==> config.mk <==
export PLATFORM = sky130hd
export DESIGN_NAME = stall_ctrl_flat
export DESIGN_NICKNAME = d
export VERILOG_FILES = /design/src/rtl/wisc_pkg.sv /design/src/rtl/stall_ctrl_if.sv /design/src/rtl/sb_match.sv /design/src/rtl/stall_ctrl.sv /design/src/flat_wrapper.sv
export SDC_FILE = /design/constraint.sdc
export NUM_CORES = 1
export LEC_CHECK = 0
export BUFFER_PORTS_ARGS = -buffer_cell sky130_fd_sc_hd__buf_2
export CORE_UTILIZATION = 58
export CTS_BUF_LIST = sky130_fd_sc_hd__clkbuf_8
export DETAILED_ROUTE_END_ITERATION = 6
export PLACE_DENSITY = 0.86
export SYNTH_ARGS = -nofsm -noshare
export SYNTH_HDL_FRONTEND = slang
export SYNTH_SLANG_ARGS = --single-unit
==> constraint.sdc <==
create_clock -name clk -period 4 [get_ports clk]
set_input_delay 0.2 -clock clk [delete_from_list [all_inputs] [get_ports clk]]
set_output_delay 0.2 -clock clk [all_outputs]
set_load 0.01 [all_outputs]
==> src/rtl/wisc_pkg.sv <==
// Shared WISC pipeline definitions: register-file geometry, opcodes and the
// hazard scoreboard slot record.
package wisc_pkg;

   localparam int unsigned REG_W    = 3;
   localparam int unsigned NUM_REGS = 8;

   // 5-bit major opcodes (instr[15:11])
   localparam logic [4:0] OP_HALT = 5'b00000;
   localparam logic [4:0] OP_NOP  = 5'b00001;
   localparam logic [4:0] OP_ADDI = 5'b01000;
   localparam logic [4:0] OP_SUBI = 5'b01001;
   localparam logic [4:0] OP_XORI = 5'b01010;
   localparam logic [4:0] OP_ANDN = 5'b01011;
   localparam logic [4:0] OP_ST   = 5'b10000;
   localparam logic [4:0] OP_LD   = 5'b10001;
   localparam logic [4:0] OP_LBI  = 5'b11000;
   localparam logic [4:0] OP_ALU  = 5'b11011;
   localparam logic [4:0] OP_BEQZ = 5'b01100;
   localparam logic [4:0] OP_J    = 5'b00100;
   localparam logic [4:0] OP_JAL  = 5'b00110;

   // One in-flight destination register
   typedef struct packed {
      logic             valid;
      logic [REG_W-1:0] wr_reg;
   } slot_t;

   // Source count 3 is not a real encoding; treat it like 2
   function automatic logic reads_rs(input logic [1:0] num_rd);
      return num_rd != 2'd0;
   endfunction

   function automatic logic reads_rt(input logic [1:0] num_rd);
      return num_rd[1];
   endfunction

endpackage

==> src/rtl/stall_ctrl_if.sv <==
// ID-stage hazard bus between decode (master) and the stall controller (slave).
interface stall_ctrl_if #(
   parameter int unsigned CNT_W = 16
);
   import wisc_pkg::*;

   logic                 id_valid;
   logic [1:0]           id_num_rd;
   logic [REG_W-1:0]     id_rs;
   logic [REG_W-1:0]     id_rt;
   logic                 id_wr_en;
   logic [REG_W-1:0]     id_wr_reg;
   logic                 flush;

   logic                 stall;
   logic                 bubble;
   logic [NUM_REGS-1:0]  busy_vec;
   logic [CNT_W-1:0]     stall_cnt;

   modport master (
      output id_valid, id_num_rd, id_rs, id_rt, id_wr_en, id_wr_reg, flush,
      input  stall, bubble, busy_vec, stall_cnt
   );

   modport slave (
      input  id_valid, id_num_rd, id_rs, id_rt, id_wr_en, id_wr_reg, flush,
      output stall, bubble, busy_vec, stall_cnt
   );

endinterface

==> src/rtl/sb_match.sv <==
// Compares one scoreboard slot against both ID source registers.
module sb_match
   import wisc_pkg::*;
(
   input  slot_t            slot,
   input  logic [REG_W-1:0] rs,
   input  logic [REG_W-1:0] rt,
   output logic             hit_s,
   output logic             hit_t
);

   // Register r0 is tracked like any other register
   always_comb begin
      hit_s = slot.valid & (slot.wr_reg == rs);
      hit_t = slot.valid & (slot.wr_reg == rt);
   end

endmodule

==> src/rtl/stall_ctrl.sv <==
// Scoreboard RAW hazard controller for the forwarding-less WISC pipeline.
// Slot 0 mirrors ID/EX, the oldest slot mirrors MEM/WB.
module stall_ctrl
   import wisc_pkg::*;
#(
   parameter int unsigned DEPTH = 3,
   parameter int unsigned CNT_W = 16
) (
   input  logic         clk,
   input  logic         rst,
   stall_ctrl_if.slave  bus
);

   slot_t            slot_q [DEPTH];
   slot_t            ins_slot;
   logic [DEPTH-1:0] hit_s;
   logic [DEPTH-1:0] hit_t;
   logic             hazard;
   logic [CNT_W-1:0] cnt_q;
   logic [CNT_W-1:0] cnt_d;
   logic [NUM_REGS-1:0] busy;

   for (genvar k = 0; k < DEPTH; k++) begin : g_match
      sb_match u_match (
         .slot  (slot_q[k]),
         .rs    (bus.id_rs),
         .rt    (bus.id_rt),
         .hit_s (hit_s[k]),
         .hit_t (hit_t[k])
      );
   end

   // Hazard detection; a flush squashes ID, so it never stalls
   always_comb begin
      hazard = bus.id_valid & ~bus.flush &
               ((reads_rs(bus.id_num_rd) & (|hit_s)) |
                (reads_rt(bus.id_num_rd) & (|hit_t)));
   end

   // Entry for the ID instruction that advances into ID/EX this edge
   always_comb begin
      ins_slot.valid  = bus.id_valid & bus.id_wr_en & ~hazard & ~bus.flush;
      ins_slot.wr_reg = bus.id_wr_reg;
   end

   // Per-register busy flags from all valid slots
   always_comb begin
      busy = '0;
      for (int k = 0; k < DEPTH; k++) begin
         if (slot_q[k].valid) begin
            busy[slot_q[k].wr_reg] = 1'b1;
         end
      end
   end

   // Saturating stall-cycle counter next state
   always_comb begin
      cnt_d = cnt_q;
      if (hazard && (cnt_q != {CNT_W{1'b1}})) begin
         cnt_d = cnt_q + 1'b1;
      end
   end

   // Scoreboard shift; downstream never stalls so it shifts every edge
   always_ff @(posedge clk) begin
      if (rst) begin
         for (int k = 0; k < DEPTH; k++) begin
            slot_q[k] <= '0;
         end
      end else begin
         slot_q[0] <= ins_slot;
         for (int k = 1; k < DEPTH; k++) begin
            slot_q[k] <= slot_q[k-1];
         end
      end
   end

   // Stall counter register
   always_ff @(posedge clk) begin
      if (rst) begin
         cnt_q <= '0;
      end else begin
         cnt_q <= cnt_d;
      end
   end

   // Outputs are combinational so decode sees them in the same cycle
   always_comb begin
      bus.stall     = hazard;
      bus.bubble    = hazard | (bus.flush & bus.id_valid);
      bus.busy_vec  = busy;
      bus.stall_cnt = cnt_q;
   end

endmodule

==> src/flat_wrapper.sv <==
// flat-port wrapper written by rule: the top's interface ports become plain ports
module stall_ctrl_flat import wisc_pkg::*;
#(
   parameter int unsigned DEPTH = 3,
   parameter int unsigned CNT_W = 16
)
  (clk, rst, bus_id_valid, bus_id_num_rd, bus_id_rs, bus_id_rt, bus_id_wr_en, bus_id_wr_reg, bus_flush, bus_stall, bus_bubble, bus_busy_vec, bus_stall_cnt);
  stall_ctrl_if #(.CNT_W(CNT_W)) bus_i ();
  input  logic clk;
  input  logic rst;
  input wire logic [$bits(bus_i.id_valid)-1:0] bus_id_valid;
  input wire logic [$bits(bus_i.id_num_rd)-1:0] bus_id_num_rd;
  input wire logic [$bits(bus_i.id_rs)-1:0] bus_id_rs;
  input wire logic [$bits(bus_i.id_rt)-1:0] bus_id_rt;
  input wire logic [$bits(bus_i.id_wr_en)-1:0] bus_id_wr_en;
  input wire logic [$bits(bus_i.id_wr_reg)-1:0] bus_id_wr_reg;
  input wire logic [$bits(bus_i.flush)-1:0] bus_flush;
  output wire logic [$bits(bus_i.stall)-1:0] bus_stall;
  output wire logic [$bits(bus_i.bubble)-1:0] bus_bubble;
  output wire logic [$bits(bus_i.busy_vec)-1:0] bus_busy_vec;
  output wire logic [$bits(bus_i.stall_cnt)-1:0] bus_stall_cnt;
  assign bus_i.id_valid = bus_id_valid;
  assign bus_i.id_num_rd = bus_id_num_rd;
  assign bus_i.id_rs = bus_id_rs;
  assign bus_i.id_rt = bus_id_rt;
  assign bus_i.id_wr_en = bus_id_wr_en;
  assign bus_i.id_wr_reg = bus_id_wr_reg;
  assign bus_i.flush = bus_flush;
  assign bus_stall = bus_i.stall;
  assign bus_bubble = bus_i.bubble;
  assign bus_busy_vec = bus_i.busy_vec;
  assign bus_stall_cnt = bus_i.stall_cnt;
  stall_ctrl #(.DEPTH(DEPTH), .CNT_W(CNT_W)) u_core (.clk(clk), .rst(rst), .bus(bus_i));
endmodule
* Word level (Yosys, flattened, before mapping) *
Memory sizes are Yosys's and may differ from the RTL's.
Cells that the tools add are included.

storage, ports and cells
  RAM bits = 12
  word-level logic and storage cells = 61
  register bits = 16
  memories kept = 1

memories
  name           words  bits a word  read ports  clocked after memory_dff  wr ports  line              text
  u_core.slot_q  3      4            3           0                         3         stall_ctrl.sv:14  slot_t slot_q [DEPTH];

operators by class
  $add $sub $neg = 1
  $lt $le $gt $ge = 6
  muxes and demuxes = 15
  equality and inequality tests = 7
  reductions and logical operators = 7
  bitwise operators = 23

operator list
  operator                                                               count
  8-bit two-way mux                                                      3
  3-bit equality test                                                    6
  16-bit by 1-bit adder with 16-bit output, second input constant        1
  16-bit inequality test, second input constant                          1
  8-bit OR                                                               2
  1-bit AND                                                              14
  3-bit by 4-bit < comparator with 1-bit output, second input constant   3
  4-bit two-way mux                                                      3
  1-bit demux with 3-bit select                                          3
  3-bit by 1-bit >= comparator with 1-bit output, second input constant  3
  1-bit two-way mux                                                      6
  3-bit OR reduction                                                     2
  1-bit OR                                                               5
  1-bit logical AND                                                      4
  1-bit NOT                                                              2
  2-bit nonzero test                                                     1

* Depth between registers and ports, before layout *
Gate-level depths: netlist of run 1.

  word-level depth = 10
  depth in mapped cells = 8
  depth with buffers taken out = 6

* By module *
Synthesis of run 1 repeated with hierarchy kept, for this count alone.

second synthesis, totals
  cells, all modules = 183
  area total of the unflattened synthesis = 1564.0 um^2

by module, submodules not included
  module      cells each  sequential area each (um^2)  instances  area each (um^2)
  stall_ctrl  159         560.5                        1          1353.8
  sb_match    8           0.0                          3          70.1

* Worst setup path before layout of run 1 *
OpenSTA, ideal clock, no wires.

  path type = register to register
  start point = register u_core.cnt_q[7] (netlist: u_core.bus.stall_cnt[7])
  end point = register u_core.cnt_q[1] (netlist: u_core.bus.stall_cnt[1])
  data required time = 3.872 ns
  period minus slack after synthesis = 1.946 ns
  data arrival time = 1.819 ns
  path slack = 2.054 ns
  cell stages (with the launch flop) = 8
  buffers on the path = 1
  cells stage by stage = dfxtp_1 nand4_2 or3_4 o31a_1 o21ai_4 buf_8 mux2i_1 nor2_1

between the ends
  cells in the longest elaborated chain, start to end = 2

ends and longest elaborated chain
  item                      line              text
  start: declaration        stall_ctrl.sv:19  logic [CNT_W-1:0] cnt_q;
  start signal: assignment  stall_ctrl.sv:83  cnt_q <= cnt_d;
  16-bit inequality test    stall_ctrl.sv:59  if (hazard && (cnt_q != {CNT_W{1'b1}})) begin
  1-bit logical AND         stall_ctrl.sv:59

Every way passes these cells.
A chain may end at the register's enable or synchronous reset.

==> flow_summary_export.csv, run 1 <==
group,metric,value,unit
routing,via_per_inst,5.79,
yosys,avgSynthCellArea,8.46,um^2
cts,post-cts-setup-buffer-count,0,
final_layout,fin_nets,250,
yosys,synth-async-reset-ratio,0,
routing,wire_per_inst,13.2,um
cts,cts_root_buffer,"clkbuf_8",
timing,tns,0,ns
placed_design,dp_cells,259,
final_layout,fill_cells,239,
yosys,yosysUniqueCellTypes,43,
routing,first_pass_iters,4,
timing,setup_viol,0,
cts,ctsResizeCount,0,
final_layout,final_cells,263,
worst_setup_path,worst_setup_path_end_kind,"primary output",
cts,cts_buffer_depth,2,
timing,slew_headroom,0.631,
run,cap_violations,0,
power_and_ir_drop,share_seq_of_total_power,0.524,
power_and_ir_drop,p_int,0.000440,W
cts,cts_sinks,28,
routing,ant_nets,0,
cts,cts.clk_slew.worst_paths,0.09,ns
global_route,grt.total_usage,0.240,
floorplanning,die-area,0.00312,mm^2
cts,cts_tree,"built",
yosys,ys_ff_latch,28,
yosys,synth_flop_cell,"dfxtp_1",
worst_hold_path,holdCritPathClass,"input port to flop",
power_and_ir_drop,comb_power_share,0.081,
placed_design,gp_congestion,0.890,
yosys,synth_warnings,0,
power_and_ir_drop,p_per_area,290,mW/mm^2
power_and_ir_drop,power.leakage,0.737,nW
global_route,grt_pass1_vias,1337,
power_and_ir_drop,peakVddDrop,0.000231,V
yosys,synthesis.nets,216,
power_and_ir_drop,p_clk_frac,0.395,
cts,cts-hold-fix-buffers,0,
timing,tightestPinTransition,0.554,ns
power_and_ir_drop,sw_frac_of_total,0.213,
outcome,status,"complete, no violations",
routing,drt_wl_total,3480,um
timing,setup_slack,1.82,ns
timing,rsz0062_at_grt,"no",
final_layout,syn2layout_area_growth,14.4,%
yosys,seq_area_frac_synth,0.333,
worst_setup_path,worst_ep_arrival_time,1.98,ns
routing,post-route-drc-count,0,
worst_setup_path,worst_setup_path_start_kind,"flop",
placed_design,dp_hpwl,2510,um
worst_setup_path,worstPathRequired,3.80,ns
floorplanning,ios,42,
cts,h-tree-depth,1,
final_layout,layout-drive-gt1-share,0.224,
final_layout,final_common_cell,"buf_2",
cts,cts_buffers,3,
final_layout,final_cell_mix,"buf_2 (41), dfxtp_1 (28), xnor2_1 (20), nand2_1 (16), nor2b_1 (16)",
routing,vias,1522,
floorplanning,rows,19,
worst_setup_path,path_class,"flop to primary output",
timing,drv_slew,0,
routing,first_iter_violations,104,
placed_design,post-place-ws,1.94,ns
floorplanning,core_area,0.00276,mm^2
placed_design,numPortBuffers,41,
floorplanning,start_util,0.610,
final_layout,antenna_cells,0,
timing,period_share,0.544,
floorplanning,fp.dieW,55.9,um
yosys,synth_area,0.00168,mm^2
global_route,grt_pass1_wl,6100,um
global_route,overflow,0,
worst_setup_path,path_max_fanout,10,
floorplanning,die_y,55.9,um
timing,hold_violations,0,
yosys,synth-edff-count,0,
final_layout,finalInstanceArea,0.00193,mm^2
yosys,syn_inst,199,
timing,fmaxAchievable,460,MHz
power_and_ir_drop,p_sw,0.000119,W
cts,clk_latency,0.28,ns
global_route,grt_max_degree,32,
timing,period_needed,2.18,ns
placed_design,placed_cell_area,0.00185,mm^2
timing,skew,0.0109,ns
global_route,antenna_found_initial,0,
[cell families after synthesis]
kind of cell / Yosys count / share of synthesized area
simple gates: 92 / 0.320
xor+xnor: 21 / 0.109
compound gates: 38 / 0.164
mux: 2 / 0.0126
buf+inv: 17 / 0.0543
fa+ha+maj: 1 / 0.00743
flops: 28 / 0.333
[layout make-up]
cell class | instances | area, um^2 | share of cell area
timing repair buffer | 41 | 205 | 0.107
tap | 31 | 38.8 | 0.0201
clock buffer | 3 | 41.3 | 0.0214
clock inverter | 1 | 30.0 | 0.0156
sequential | 28 | 561 | 0.291
multi-input combinational | 154 | 1030 | 0.535
inverter | 5 | 18.8 | 0.00975
[worst paths after layout]
path                                 from                       to  slack, ns  depth (start not counted)
hold reg to reg   u_core.bus.stall_cnt[5]  u_core.bus.stall_cnt[5]       0.50                          2
setup reg to reg      u_core.slot_q[0][6]  u_core.bus.stall_cnt[5]       1.92                          6
setup / recovery     u_core.slot_q[0][10]               bus_bubble       1.82                          7
hold / removal           bus_id_wr_reg[0]      u_core.slot_q[0][0]       0.13                          2
[worst max-delay path: stages (launching register included)]
cell,delay (ns)
dfxtp_1,0.54
xnor2_1,0.12
nand4_1,0.09
nand3_1,0.31
o21ai_0,0.26
nand2_1,0.09
o21a_1,0.16
buf_2,0.13
[through the flow]
step / util / hold slack, ns / total power, W
floorplan: - / 0.328 / 0.000329
CTS: 0.698 / 0.128 / 0.000564
finish: 0.698 / 0.131 / 0.000559
global placement: 0.672 / 0.413 / 0.000343
detailed placement: 0.672 / 0.413 / 0.000344
global route: 0.698 / 0.132 / 0.000579
[metal layers]
metal	share of wire	track usage	wire length [um]
met2	0.43	0.363	1490
met3	0.047	0.0233	164
met4	0.010	0.0941	36
met5	0	0	0
met1	0.51	0.353	1790
[cells in the mapped netlist (all sizes together), types with 2 or more instances]
library cell	instances	area, um^2
nor3b	3	22.5
dfxtp	28	561
nand2b	6	37.5
o221ai	2	17.5
nor2	9	33.8
nor2b	16	100
nand4	9	62.6
o21ai	10	61.3
o21a	2	15.0
a21oi	9	45.0
nand2	16	60.1
a31oi	2	27.5
buf	9	61.3
or4	6	45.0
nand4b	4	35.0
o2111ai	3	26.3
clkbuf	3	11.3
o31ai	5	37.5
o211ai	3	27.5
or3	6	42.5
xnor2	20	175
nor3	4	20.0
inv	5	18.8
nand3	8	40.0
[power groups by stage]
stage	combinational (W)	sequential (W)	clock (W)
2_1_floorplan	0.0000380	0.000291	0
3_3_place_gp	0.0000443	0.000299	0
3_5_place_dp	0.0000452	0.000299	0
4_1_cts	0.0000454	0.000293	0.000226
5_1_grt	0.0000495	0.000294	0.000236
6_report	0.0000452	0.000293	0.000221
[flip-flops by register name, indices dropped and copies added, names as in the netlist]
register and flops:
u_core.bus.stall_cnt 16, u_core.slot_q 12
Note: power is estimated with default switching activity, not from simulation.
==> run 2: changes to the inputs <==
--- a/config.mk
+++ b/config.mk
@@ -6,10 +6,10 @@
 export NUM_CORES = 1
 export LEC_CHECK = 0
 export BUFFER_PORTS_ARGS = -buffer_cell sky130_fd_sc_hd__buf_2
-export CORE_UTILIZATION = 58
+export CORE_UTILIZATION = 55
 export CTS_BUF_LIST = sky130_fd_sc_hd__clkbuf_8
 export DETAILED_ROUTE_END_ITERATION = 6
-export PLACE_DENSITY = 0.86
+export PLACE_DENSITY = 0.82
 export SYNTH_ARGS = -nofsm -noshare
 export SYNTH_HDL_FRONTEND = slang
 export SYNTH_SLANG_ARGS = --single-unit
==> constraint.sdc (replaced) <==
create_clock -name clk -period 2.2 [get_ports clk]
set_input_delay 0.11 -clock clk [delete_from_list [all_inputs] [get_ports clk]]
set_output_delay 0.11 -clock clk [all_outputs]
set_load 0.01 [all_outputs]
==> run 2 against run 1 <==
The flow now finishes with violations (design-rule violations). Clock power grew 84%. Die area grew 5.3%. Clock skew shrank 0.0088 ns. Highest routed layer unchanged. Non-clock buffer count grew 10. Critical path depth shrank 1. Sequential power grew 80%. Global-route usage grew 0.96 points. Critical path type is now flop to flop. Utilization grew 0.94 points.
==> flow_summary_export.csv, run 2 (synthesis gave the netlist of run 1 again) <==
group,metric,value,unit
floorplanning,fp.dieW,57.3,um
worst_setup_path,worst_setup_path_end_kind,"flop",
cts,cts_root_buffer,"clkbuf_8",
floorplanning,rows,19,
outcome,status,"finished, violations left",
worst_hold_path,holdCritPathClass,"input port to flop",
power_and_ir_drop,p_sw,0.000225,W
timing,rsz0062_at_grt,"no",
routing,post-route-drc-count,8,
final_layout,final_common_cell,"buf_2",
floorplanning,die-area,0.00329,mm^2
final_layout,layout-drive-gt1-share,0.260,
placed_design,dp_hpwl,2880,um
global_route,antenna_found_initial,0,
cts,h-tree-depth,1,
routing,first_iter_violations,141,
floorplanning,die_y,57.3,um
timing,fmaxAchievable,480,MHz
timing,slew_headroom,0.643,
cts,cts_buffer_depth,2,
timing,tightestPinTransition,0.535,ns
global_route,grt_max_degree,32,
cts,cts_sinks,28,
placed_design,gp_congestion,0.924,
timing,drv_slew,0,
routing,wire_per_inst,14.3,um
placed_design,numPortBuffers,41,
timing,tns,0,ns
power_and_ir_drop,power.leakage,0.790,nW
cts,ctsResizeCount,0,
outcome,violations,"design-rule violations",
cts,clk_latency,0.27,ns
placed_design,dp_cells,269,
timing,setup_viol,0,
power_and_ir_drop,p_per_area,515,mW/mm^2
power_and_ir_drop,sw_frac_of_total,0.218,
placed_design,placed_cell_area,0.00193,mm^2
worst_setup_path,path_class,"flop to flop",
power_and_ir_drop,share_seq_of_total_power,0.512,
run,cap_violations,0,
timing,period_share,0.947,
floorplanning,ios,42,
timing,skew,0.00216,ns
global_route,grt_pass1_vias,1437,
routing,via_per_inst,6.01,
routing,first_pass_iters,6,
cts,post-cts-setup-buffer-count,0,
timing,period_needed,2.08,ns
worst_setup_path,worst_ep_arrival_time,2.29,ns
floorplanning,core_area,0.00283,mm^2
cts,cts-hold-fix-buffers,0,
final_layout,final_cell_mix,"buf_2 (41), dfxtp_1 (27), xnor2_1 (20), nand2_1 (16), nor2b_1 (16)",
final_layout,largest_register_ffs,16,
routing,drt_wl_total,3900,um
final_layout,fin_nets,260,
power_and_ir_drop,p_int,0.000805,W
cts,cts.clk_slew.worst_paths,0.10,ns
power_and_ir_drop,peakVddDrop,0.000546,V
routing,ant_nets,0,
cts,cts_tree,"built",
final_layout,syn2layout_area_growth,19.0,%
worst_setup_path,path_max_fanout,16,
worst_setup_path,worst_setup_path_start_kind,"flop",
routing,vias,1640,
timing,hold-worst-slack,0.0388,ns
power_and_ir_drop,comb_power_share,0.093,
cts,cts_buffers,3,
final_layout,finalInstanceArea,0.00200,mm^2
worst_setup_path,worstPathRequired,2.41,ns
global_route,grt_pass1_wl,6490,um
timing,hold_violations,0,
floorplanning,start_util,0.595,
power_and_ir_drop,p_clk_frac,0.395,
final_layout,final_cells,273,
global_route,overflow,0,
global_route,grt.total_usage,0.250,
final_layout,antenna_cells,0,
==> run 2: changes by cell type in the layout (fill, tap and decap cells not counted), sizes merged <==
| cell | previous run | this run |
|---|---|---|
| buf | 41 | 51 |
==> run 2: layer usage <==
layer	track usage	up-vias	wire, um
li1	-	805	-
met4	0.0627	0	23
met3	0.0476	4	249
met1	0.375	762	1850
met5	0	-	0
met2	0.368	69	1770
==> run 2: worst max-delay path, stage by stage (launching register included) <==
cell and delay, ns:
dfxtp_1 0.51, xnor2_1 0.16, nand4_1 0.19, a31oi_4 0.33, o21ai_4 0.16, or4_1 0.51, a21oi_1 0.16
==> run 2: worst paths after layout <==
kind	slack, ns	from	endpoint	cells after the start
hold reg to reg	0.51	u_core.bus.stall_cnt[15]	u_core.bus.stall_cnt[15]	2
setup / recovery	0.12	u_core.slot_q[0][1]	u_core.bus.stall_cnt[5]	6
setup reg to reg	0.12	u_core.slot_q[0][1]	u_core.bus.stall_cnt[5]	6
hold / removal	0.04	bus_id_wr_reg[2]	u_core.slot_q[0][2]	2
==> run 2: cell type report <==
class,instances,area [um^2]
clock buffer,3,41.3
inverter,5,18.8
sequential,28,562
multi-input combinational,154,1030
clock inverter,1,30.0
fill,230,827
timing repair buffer,51,280
tap,31,38.8
==> run 2: power by group through the flow <==
stage / clock network (W) / registers [W] / logic, W
final: 0.000407 / 0.000527 / 0.0000957
after global routing: 0.000425 / 0.000528 / 0.000104
after CTS: 0.000409 / 0.000527 / 0.0000951
after detailed placement: 0 / 0.000539 / 0.0000944
after global placement: 0 / 0.000538 / 0.0000925
after floorplan: 0 / 0.000530 / 0.0000690
==> run 2: metrics by stage <==
step | setup slack (ns) | power [W] | util
after floorplan | 0.254 | 0.000599 | -
after global placement | 0.229 | 0.000631 | 0.682
after detailed placement | 0.107 | 0.000633 | 0.682
after CTS | 0.0776 | 0.00103 | 0.707
after global routing | 0.0359 | 0.00106 | 0.708
final | 0.117 | 0.00103 | 0.708
